## src/rtl/run_controller.sv

```systemverilog
// Run/step/breakpoint sequencer: debounces the exec button, pulses the core reset,
// gates the core clock enable and stops on HALT, breakpoint, single-step or cycle limit.
module run_controller #(
    parameter int DEB_CYCLES = 16,
    parameter int RST_CYCLES = 4,
    parameter int CNT_W      = 32,
    parameter int MAX_CYCLES = 0
) (
    input  logic             clock,
    input  logic             reset,
    input  logic             exec,
    input  logic             step_mode,
    input  logic             halting,
    input  logic [11:0]      pc,
    input  logic             bp_en,
    input  logic [11:0]      bp_addr,
    output logic             cpu_en,
    output logic             cpu_rst,
    output logic [1:0]       state,
    output logic [2:0]       stop_cause,
    output logic [CNT_W-1:0] cycles
);

    localparam int DEB_W = (DEB_CYCLES > 1) ? $clog2(DEB_CYCLES) : 1;
    localparam int RST_W = (RST_CYCLES > 1) ? $clog2(RST_CYCLES) : 1;
    localparam logic [DEB_W-1:0] DEB_LAST  = DEB_W'(DEB_CYCLES - 1);
    localparam logic [RST_W-1:0] RST_LAST  = RST_W'(RST_CYCLES - 1);
    localparam logic [CNT_W-1:0] LIMIT_VAL = CNT_W'(MAX_CYCLES);
    localparam bit               LIMIT_ON  = (MAX_CYCLES != 0);

    typedef enum logic [1:0] {
        S_IDLE  = 2'd0,
        S_RESET = 2'd1,
        S_RUN   = 2'd2,
        S_STOP  = 2'd3
    } state_t;

    typedef enum logic [2:0] {
        C_NONE  = 3'd0,
        C_HALT  = 3'd1,
        C_BP    = 3'd2,
        C_STEP  = 3'd3,
        C_LIMIT = 3'd4
    } cause_t;

    // Handshake-free control: press is a single-cycle strobe, cpu_en is a level
    // the core samples on every clock edge; no backpressure exists in either direction.

    logic             exec_meta;
    logic             exec_sync;
    logic             deb_level;
    logic [DEB_W-1:0] deb_cnt;
    logic             press;

    always_ff @(posedge clock or posedge reset) begin
        if (reset) begin
            exec_meta <= 1'b0;
            exec_sync <= 1'b0;
            deb_level <= 1'b0;
            deb_cnt   <= '0;
            press     <= 1'b0;
        end else begin
            exec_meta <= exec;
            exec_sync <= exec_meta;
            press     <= 1'b0;
            if (exec_sync == deb_level) begin
                deb_cnt <= '0;
            end else if (deb_cnt == DEB_LAST) begin
                // DEB_CYCLES consecutive differing samples: accept the new level
                deb_level <= exec_sync;
                deb_cnt   <= '0;
                press     <= exec_sync;
            end else begin
                deb_cnt <= deb_cnt + 1'b1;
            end
        end
    end

    state_t           state_q;
    state_t           state_d;
    cause_t           cause_q;
    cause_t           cause_d;
    cause_t           hit;
    logic [CNT_W-1:0] cycles_q;
    logic [RST_W-1:0] rst_cnt_q;
    logic             step_done_q;
    logic             bp_mask_q;
    logic             limit_off_q;
    logic             cpu_rst_q;
    logic             limit_hit;
    logic             bp_hit;
    logic             step_hit;
    logic             enter_reset;
    logic             enter_run;

    always_comb begin
        state_d   = state_q;
        cause_d   = cause_q;
        cpu_en    = 1'b0;
        hit       = C_NONE;
        limit_hit = LIMIT_ON && !limit_off_q && (cycles_q == LIMIT_VAL);
        bp_hit    = bp_en && (pc == bp_addr) && !bp_mask_q;
        step_hit  = step_mode && step_done_q;

        if (halting) begin
            hit = C_HALT;
        end else if (limit_hit) begin
            hit = C_LIMIT;
        end else if (bp_hit) begin
            hit = C_BP;
        end else if (step_hit) begin
            hit = C_STEP;
        end

        case (state_q)
            S_IDLE: begin
                if (press) begin
                    state_d = S_RESET;
                    cause_d = C_NONE;
                end
            end
            S_RESET: begin
                if (rst_cnt_q == RST_LAST) begin
                    state_d = S_RUN;
                end
            end
            S_RUN: begin
                if (hit != C_NONE) begin
                    state_d = S_STOP;
                    cause_d = hit;
                end else begin
                    cpu_en = 1'b1;
                end
            end
            S_STOP: begin
                if (press) begin
                    // HALT restarts the program; anything else resumes it
                    state_d = (cause_q == C_HALT) ? S_RESET : S_RUN;
                    cause_d = C_NONE;
                end
            end
            default: begin
                state_d = S_IDLE;
                cause_d = C_NONE;
            end
        endcase
    end

    assign enter_reset = (state_d == S_RESET) && (state_q != S_RESET);
    assign enter_run   = (state_d == S_RUN) && (state_q != S_RUN);

    always_ff @(posedge clock or posedge reset) begin
        if (reset) begin
            state_q     <= S_IDLE;
            cause_q     <= C_NONE;
            cycles_q    <= '0;
            rst_cnt_q   <= '0;
            step_done_q <= 1'b0;
            bp_mask_q   <= 1'b0;
            limit_off_q <= 1'b0;
            cpu_rst_q   <= 1'b0;
        end else begin
            state_q   <= state_d;
            cause_q   <= cause_d;
            cpu_rst_q <= (state_d == S_RESET);
            // Masks the breakpoint for the first cycle of a resume so it can step past it
            bp_mask_q <= (state_q == S_STOP) && (state_d == S_RUN);

            if (enter_reset) begin
                cycles_q    <= '0;
                rst_cnt_q   <= '0;
                limit_off_q <= 1'b0;
            end else begin
                if (cpu_en && !(&cycles_q)) begin
                    cycles_q <= cycles_q + 1'b1;
                end
                if (state_q == S_RESET) begin
                    rst_cnt_q <= rst_cnt_q + 1'b1;
                end
                if ((state_q == S_STOP) && (state_d == S_RUN) && (cause_q == C_LIMIT)) begin
                    limit_off_q <= 1'b1;
                end
            end

            if (enter_run) begin
                step_done_q <= 1'b0;
            end else if (cpu_en) begin
                step_done_q <= 1'b1;
            end
        end
    end

    assign cpu_rst    = cpu_rst_q;
    assign state      = state_q;
    assign stop_cause = cause_q;
    assign cycles     = cycles_q;

endmodule

```

## config.mk

```make
export PLATFORM = sky130hd
export DESIGN_NAME = run_controller
export DESIGN_NICKNAME = d
export VERILOG_FILES = /design/src/rtl/run_controller.sv
export SDC_FILE = /design/constraint.sdc
export NUM_CORES = 1
export LEC_CHECK = 0
export ABC_CLOCK_PERIOD_IN_PS = 5100
export BUFFER_PORTS_ARGS = -buffer_cell sky130_fd_sc_hd__buf_2
export CORE_MARGIN = 4
export CORE_UTILIZATION = 58
export DETAILED_ROUTE_END_ITERATION = 6
export GPL_TIMING_DRIVEN = 0
export PLACE_DENSITY = 0.92
export SYNTH_ARGS = -nofsm -noshare
export SYNTH_HDL_FRONTEND = slang
export SYNTH_SLANG_ARGS = --single-unit
```

## constraint.sdc

```tcl
create_clock -name clock -period 5.1 [get_ports clock]
set_clock_uncertainty 0.05 [all_clocks]
set_input_delay 0.255 -clock clock [delete_from_list [all_inputs] [get_ports clock]]
set_output_delay 0.255 -clock clock [all_outputs]
set_load 0.005 [all_outputs]
```

---- Yosys cells after proc, flatten, opt, wreduce, memory -nomap -nowiden ----
Index checks and enable logic that the tools add are counted.
operators by class
  bitwise operators ....................... 1
  muxes and demuxes ....................... 24
  reduce and logical (&&, ||, !) cells .... 19
  equal/unequal tests ..................... 14
  add/sub/neg operators ................... 3
operators by type and width
  cell                     count
  $mux W32                 2
  $add A32 B1 Y32 const B  1
  $reduce_and A32 Y1       1
  $mux W2                  10
  $eq A12 B12 Y1           1
  $eq A2 B2 Y1 const B     4
  $mux W4                  2
  $pmux W2 S4              1
  $reduce_bool A2 Y1       4
  $logic_and A1 B1 Y1      7
  $mux W1                  6
  $mux W3                  2
  $pmux W3 S2              1
  $add A4 B1 Y4 const B    1
  $eq A2 B1 Y1 const B     2
  $eq A4 B4 Y1 const B     1
  $ne A2 B1 Y1 const B     2
  $ne A2 B2 Y1 const B     2
  $eq A3 B1 Y1 const B     1
  $reduce_and A3 Y1        1
  $reduce_bool A3 Y1       1
  $add A2 B1 Y2 const B    1
  $logic_not A1 Y1         2
  $logic_not A2 Y1         1
  4 further kinds          4
word-level totals
  bits of input ports ..................... 30
  output and inout port bits .............. 39
  register bits after elaboration ......... 50

---- Logic depth before layout (Yosys ltp) ----
  depth after elaboration ................. 11
  gate-level depth with buffers ........... 9
  gate-level depth less buffers ........... 8

---- Least setup slack after synthesis ----
OpenSTA, ideal clock, no wires.
  path kind ............................... reg-to-reg
  start ................................... register cycles_q[0], in the netlist cycles[0]
  end ..................................... register cycles_q[1], in the netlist cycles[1]
  buffers on the path ..................... 1
  arrival ................................. 2.031 ns
  cell stages (with the launch flop) ...... 9
  path slack .............................. 2.899 ns
  library setup time ...................... 0.120 ns
  clock period less this slack ............ 2.201 ns
  cell sequence ........................... dfrtp_1 -> ha_1 -> inv_1 -> or4_1 -> buf_2 -> or3_4 -> nand3_2 -> mux2i_1 -> nor2_2
between the ends
  longest elaborated chain between the ends .. 4
ends and longest elaborated chain
  item                                                     line  text
  start: declaration                                       84    logic [CNT_W-1:0] cycles_q;
  start signal: assignment                                 175   cycles_q <= cycles_q + 1'b1;
  branches (longest 4 deep; another with $add A32 B1 Y32)  -
Several ways; the timed one is not identified. The select of a mux whose other input is x is not followed.
A chain may end at the register's enable or synchronous reset.

---- Worst setup path in the final report ----
  start ................................... register state_q[0], in the netlist state[0]
  end ..................................... register cycles_q[22], in the netlist cycles[22]
between the ends
  longest elaborated chain between the ends .. 5
ends and longest elaborated chain
  item                                            line  text
  start: declaration                              79    state_t state_q;
  start signal: assignment                        163   state_q <= state_d;
  $eq A2 B2 Y1, or another cell as far along      115   case (state_q)
  $pmux W2 S4                                     115
  $eq A2 B1 Y1                                    149   assign enter_reset = (state_d == S_RESET) && (state_q != S_RESET);
  $logic_and A1 B1 Y1                             149
  $mux W32 or $reduce_bool A2 Y1 (tied branches)  -
Parallel ways exist; a longest one is shown, timed or not.

==> results.tsv <==
stage	metric	value	unit
run_status	run_status	finished, final reports clean	
sta	final_hold_viol_count	0	
floorplan	die-area	0.00603	mm^2
logic_synthesis	yosysTopAreaCell	dfrtp_1	
sta	final.setup.tns	0	ns
detailed_routing	detail-route-antenna-nets	0	
floorplan	dieWidth	77.6	um
detailed_routing	postRouteWirelength	6920	um
sta	maxSlewViolCount	0	
clock_tree	cts_buffers	5	
sta	setup_viol	0	
grt	met3_track_demand_over_resource	0.0476	
grt	global_route.overflow_total	0	
logic_synthesis	synth.avg_cell_area	9.25	um^2
logic_synthesis	postSynthRegisterBits	49	
grt	grtUsageTotal	0.240	
run	cap_violations	0	
detailed_routing	vias	2725	
clock_tree	htree_levels	2	
floorplan	initial_utilization	0.595	
logic_synthesis	synthFlopType	dfrtp_1	
grt	grt_busiest_layer	met2	
logic_synthesis	synth_enable_flop_cells	0	
logic_synthesis	top_cell_types_by_occurrence_after_synthesis	49 x dfrtp_1, 32 x nor2_1, 18 x xor2_1	
logic_synthesis	synth_nets	341	
critical_path	worstPathArrival	2.69	ns
grt	grt_antenna_before_repair	0	
final_layout	layoutNonFillerInstCount	449	
worst_hold_path	hp-class	in -> reg	
detailed_routing	route.detailed.drc	0	
critical_path	end_kind	register	
floorplan	fp.coreArea	0.00472	mm^2
detailed_routing	drt-wirelength-per-cell	15.4	um
grt	grt_util_met1	0.314	
final_layout	layout-area-overhead-vs-synth	20.5	%
critical_path	setup.worst_path.start_class	register	
grt	grt_pass1_vias	2630	
grt	grt_max_degree	35	
clock_tree	tritoncts	done	
placed_design	port_buffers	67	
final_layout	final_util	0.717	
logic_synthesis	main_area_contributors_after_synthesis	dfrtp_1 44%, xor2_1 5.6%, xnor2_1 5.0%, nor2_1 4.3%, ha_1 3.1%	
sta	fin_crit	2.56	ns
placed_design	placed_cells_incl_taps	439	
placed_design	dpl_hpwl	4980	um
logic_synthesis	seq_total_area_yosys	0.436	
detailed_routing	total_iterations_of_the_first_detailed_routing_run	6	
clock_tree	tritoncts_num_sinks	49	
grt	met2_usage	0.390	
sta	worst_slew_pin_slew	0.641	ns
logic_synthesis	synth.cell_area	0.00281	mm^2
pwr	power.density	325	mW/mm^2
final_layout	final_layout_size_suffix_gt1_frac	0.246	
critical_path	critical_path.max_fanout	10	
floorplan	core.rowCount	25	
sta	max_freq	391	MHz
detailed_routing	route.detailed.vias_per_inst	6.07	
floorplan	io_pins	69	
logic_synthesis	yosys_warnings	0	
sta	timing.slew.headroom	0.569	
critical_path	path_class	reg -> reg	
logic_synthesis	synthArstFlopShare	1.00	
logic_synthesis	synth.top_cell.area_share	0.436	
final_layout	design_area	0.00339	mm^2
logic_synthesis	yosysMostFrequentCell	dfrtp_1	
logic_synthesis	synth.distinct_cells	51	
placed_design	gp_routability_congestion	0.892	
pwr	vdd_drop_max	0.234	mV
floorplan	dieHeight	77.6	um
placed_design	post_dp_cell_area	0.00325	mm^2
sta	fin_crit_sh	0.501	
clock_tree	clock_tree.buffer_depth	2	
logic_synthesis	synthCells	304	
detailed_routing	number_of_drc_markers_in_iteration_0	274	
final_layout	insertedDiodeCount	0	
clock_tree	worst_skew_pair.late_latency	0.31	ns
clock_tree	cts.reportedPaths.clkPinSlew	0.09	ns
final_layout	finalNetCount	418	
sta	rsz0062_at_grt	no	
critical_path	worst-endpoint-required	5.24	ns
clock_tree	clockRootBuffer	clkbuf_8	
grt	first_pass_grt_wire_length	11800	um
pwr	leakage	0.00153	uW
-- kinds of logic (layout without fill, tap and decap cells) --
kind of cell               Yosys count  after routing  share of synthesized area
and+or+nand+nor                    138            138                      0.269
buffers and inverters               22            100                     0.0334
xor gates and xnor gates            34             34                      0.106
other                                1              1                    0.00133
AOI/OAI and AO/OA                   51             51                      0.116
adders and majority gates            7              7                     0.0311
muxes                                2              2                    0.00756
DFF                                 49             49                      0.436
-- cells in the final DEF, fill, tap and decap left out, drive strengths merged, types with 3 or more instances in the layout --
cell type,netlist,final
o31ai,8,8
or3,6,6
xor2,18,18
xnor2,16,16
nor4,12,12
a21o,3,3
buf,8,76
nor2,34,34
a21oi,17,17
nand2b,5,5
nand3,18,18
or4,9,9
o21ai,11,11
inv,11,11
clkbuf,3,10
nor3,13,13
ha,7,7
nand4,10,10
dfrtp,49,49
nand2,18,18
-- critical path, stage by stage, from the launching register on --
cell and delay (ns):
dfrtp_1 0.48, inv_1 0.16, ha_1 0.30, nor3_1 0.09, a32oi_1 0.15, o21ai_0 0.17
nor4_2 0.59, buf_2 0.37, a21oi_1 0.08
-- per-stage QoR --
| step | total power (uW) | setup WS [ns] | hold WS, ns |
|---|---|---|---|
| after floorplan | 699 | 2.90 | 0.236 |
| after global placement | 797 | 2.59 | 0.282 |
| after detailed placement | 811 | 2.55 | 0.205 |
| after CTS | 1100 | 2.60 | 0.206 |
| after global routing | 1160 | 2.37 | 0.229 |
| final | 1100 | 2.54 | 0.221 |
-- final timing paths --
kind,to,start,slack [ns],cells after the start
hold / removal,stop_cause[0],halting,0.22,3
min in group asynchronous,deb_cnt[3],reset,0.44,3
setup reg to reg,cycles[22],state[0],2.54,8
max in group asynchronous,cycles[10],reset,4.07,4
setup / recovery,cycles[22],state[0],2.54,8
hold reg to reg,exec_sync,exec_meta,0.31,0
-- final cells by class --
| class | count | area (um^2) |
|---|---|---|
| Multi-Input combinational cell | 233 | 1490 |
| Fill cell | 359 | 1340 |
| Sequential cell | 49 | 1230 |
| Timing Repair Buffer | 70 | 375 |
| Clock buffer | 7 | 86.3 |
| Tap cell | 67 | 83.8 |
| Buffer | 11 | 52.6 |
| Inverter | 11 | 41.3 |
| Clock inverter | 1 | 30.0 |
-- repair_timing --
item | in CTS | in global routing
endpoints found under the hold margin | 16 | 0
hold buffers | 2 | 0
resized for setup | 0 | 0
buffers inserted | 0 | 0
-- flip-flops by register name (all words and copies together) (netlist names) --
register	flops
step_done_q	1
exec_meta	1
deb_cnt	4
stop_cause	2
deb_level	1
rst_cnt_q	2
bp_mask_q	1
press	1
cycles	32
state	2
exec_sync	1
cpu_rst	1
-- routing by layer --
metal	vias to the layer above	wire, um
met5	-	0
met2	140	3350
met1	1312	2860
met3	16	593
met4	0	123
li1	1257	-
-- report_power, final --
group	internal (uW)	switching, uW	leakage, uW	total, uW
Combinational	126	228	0.000803	354
Sequential	423	34.9	0.000668	458
Clock	160	129	0.0000585	289
Total	709	392	0.00153	1100
(Power assumes the default switching activity.)
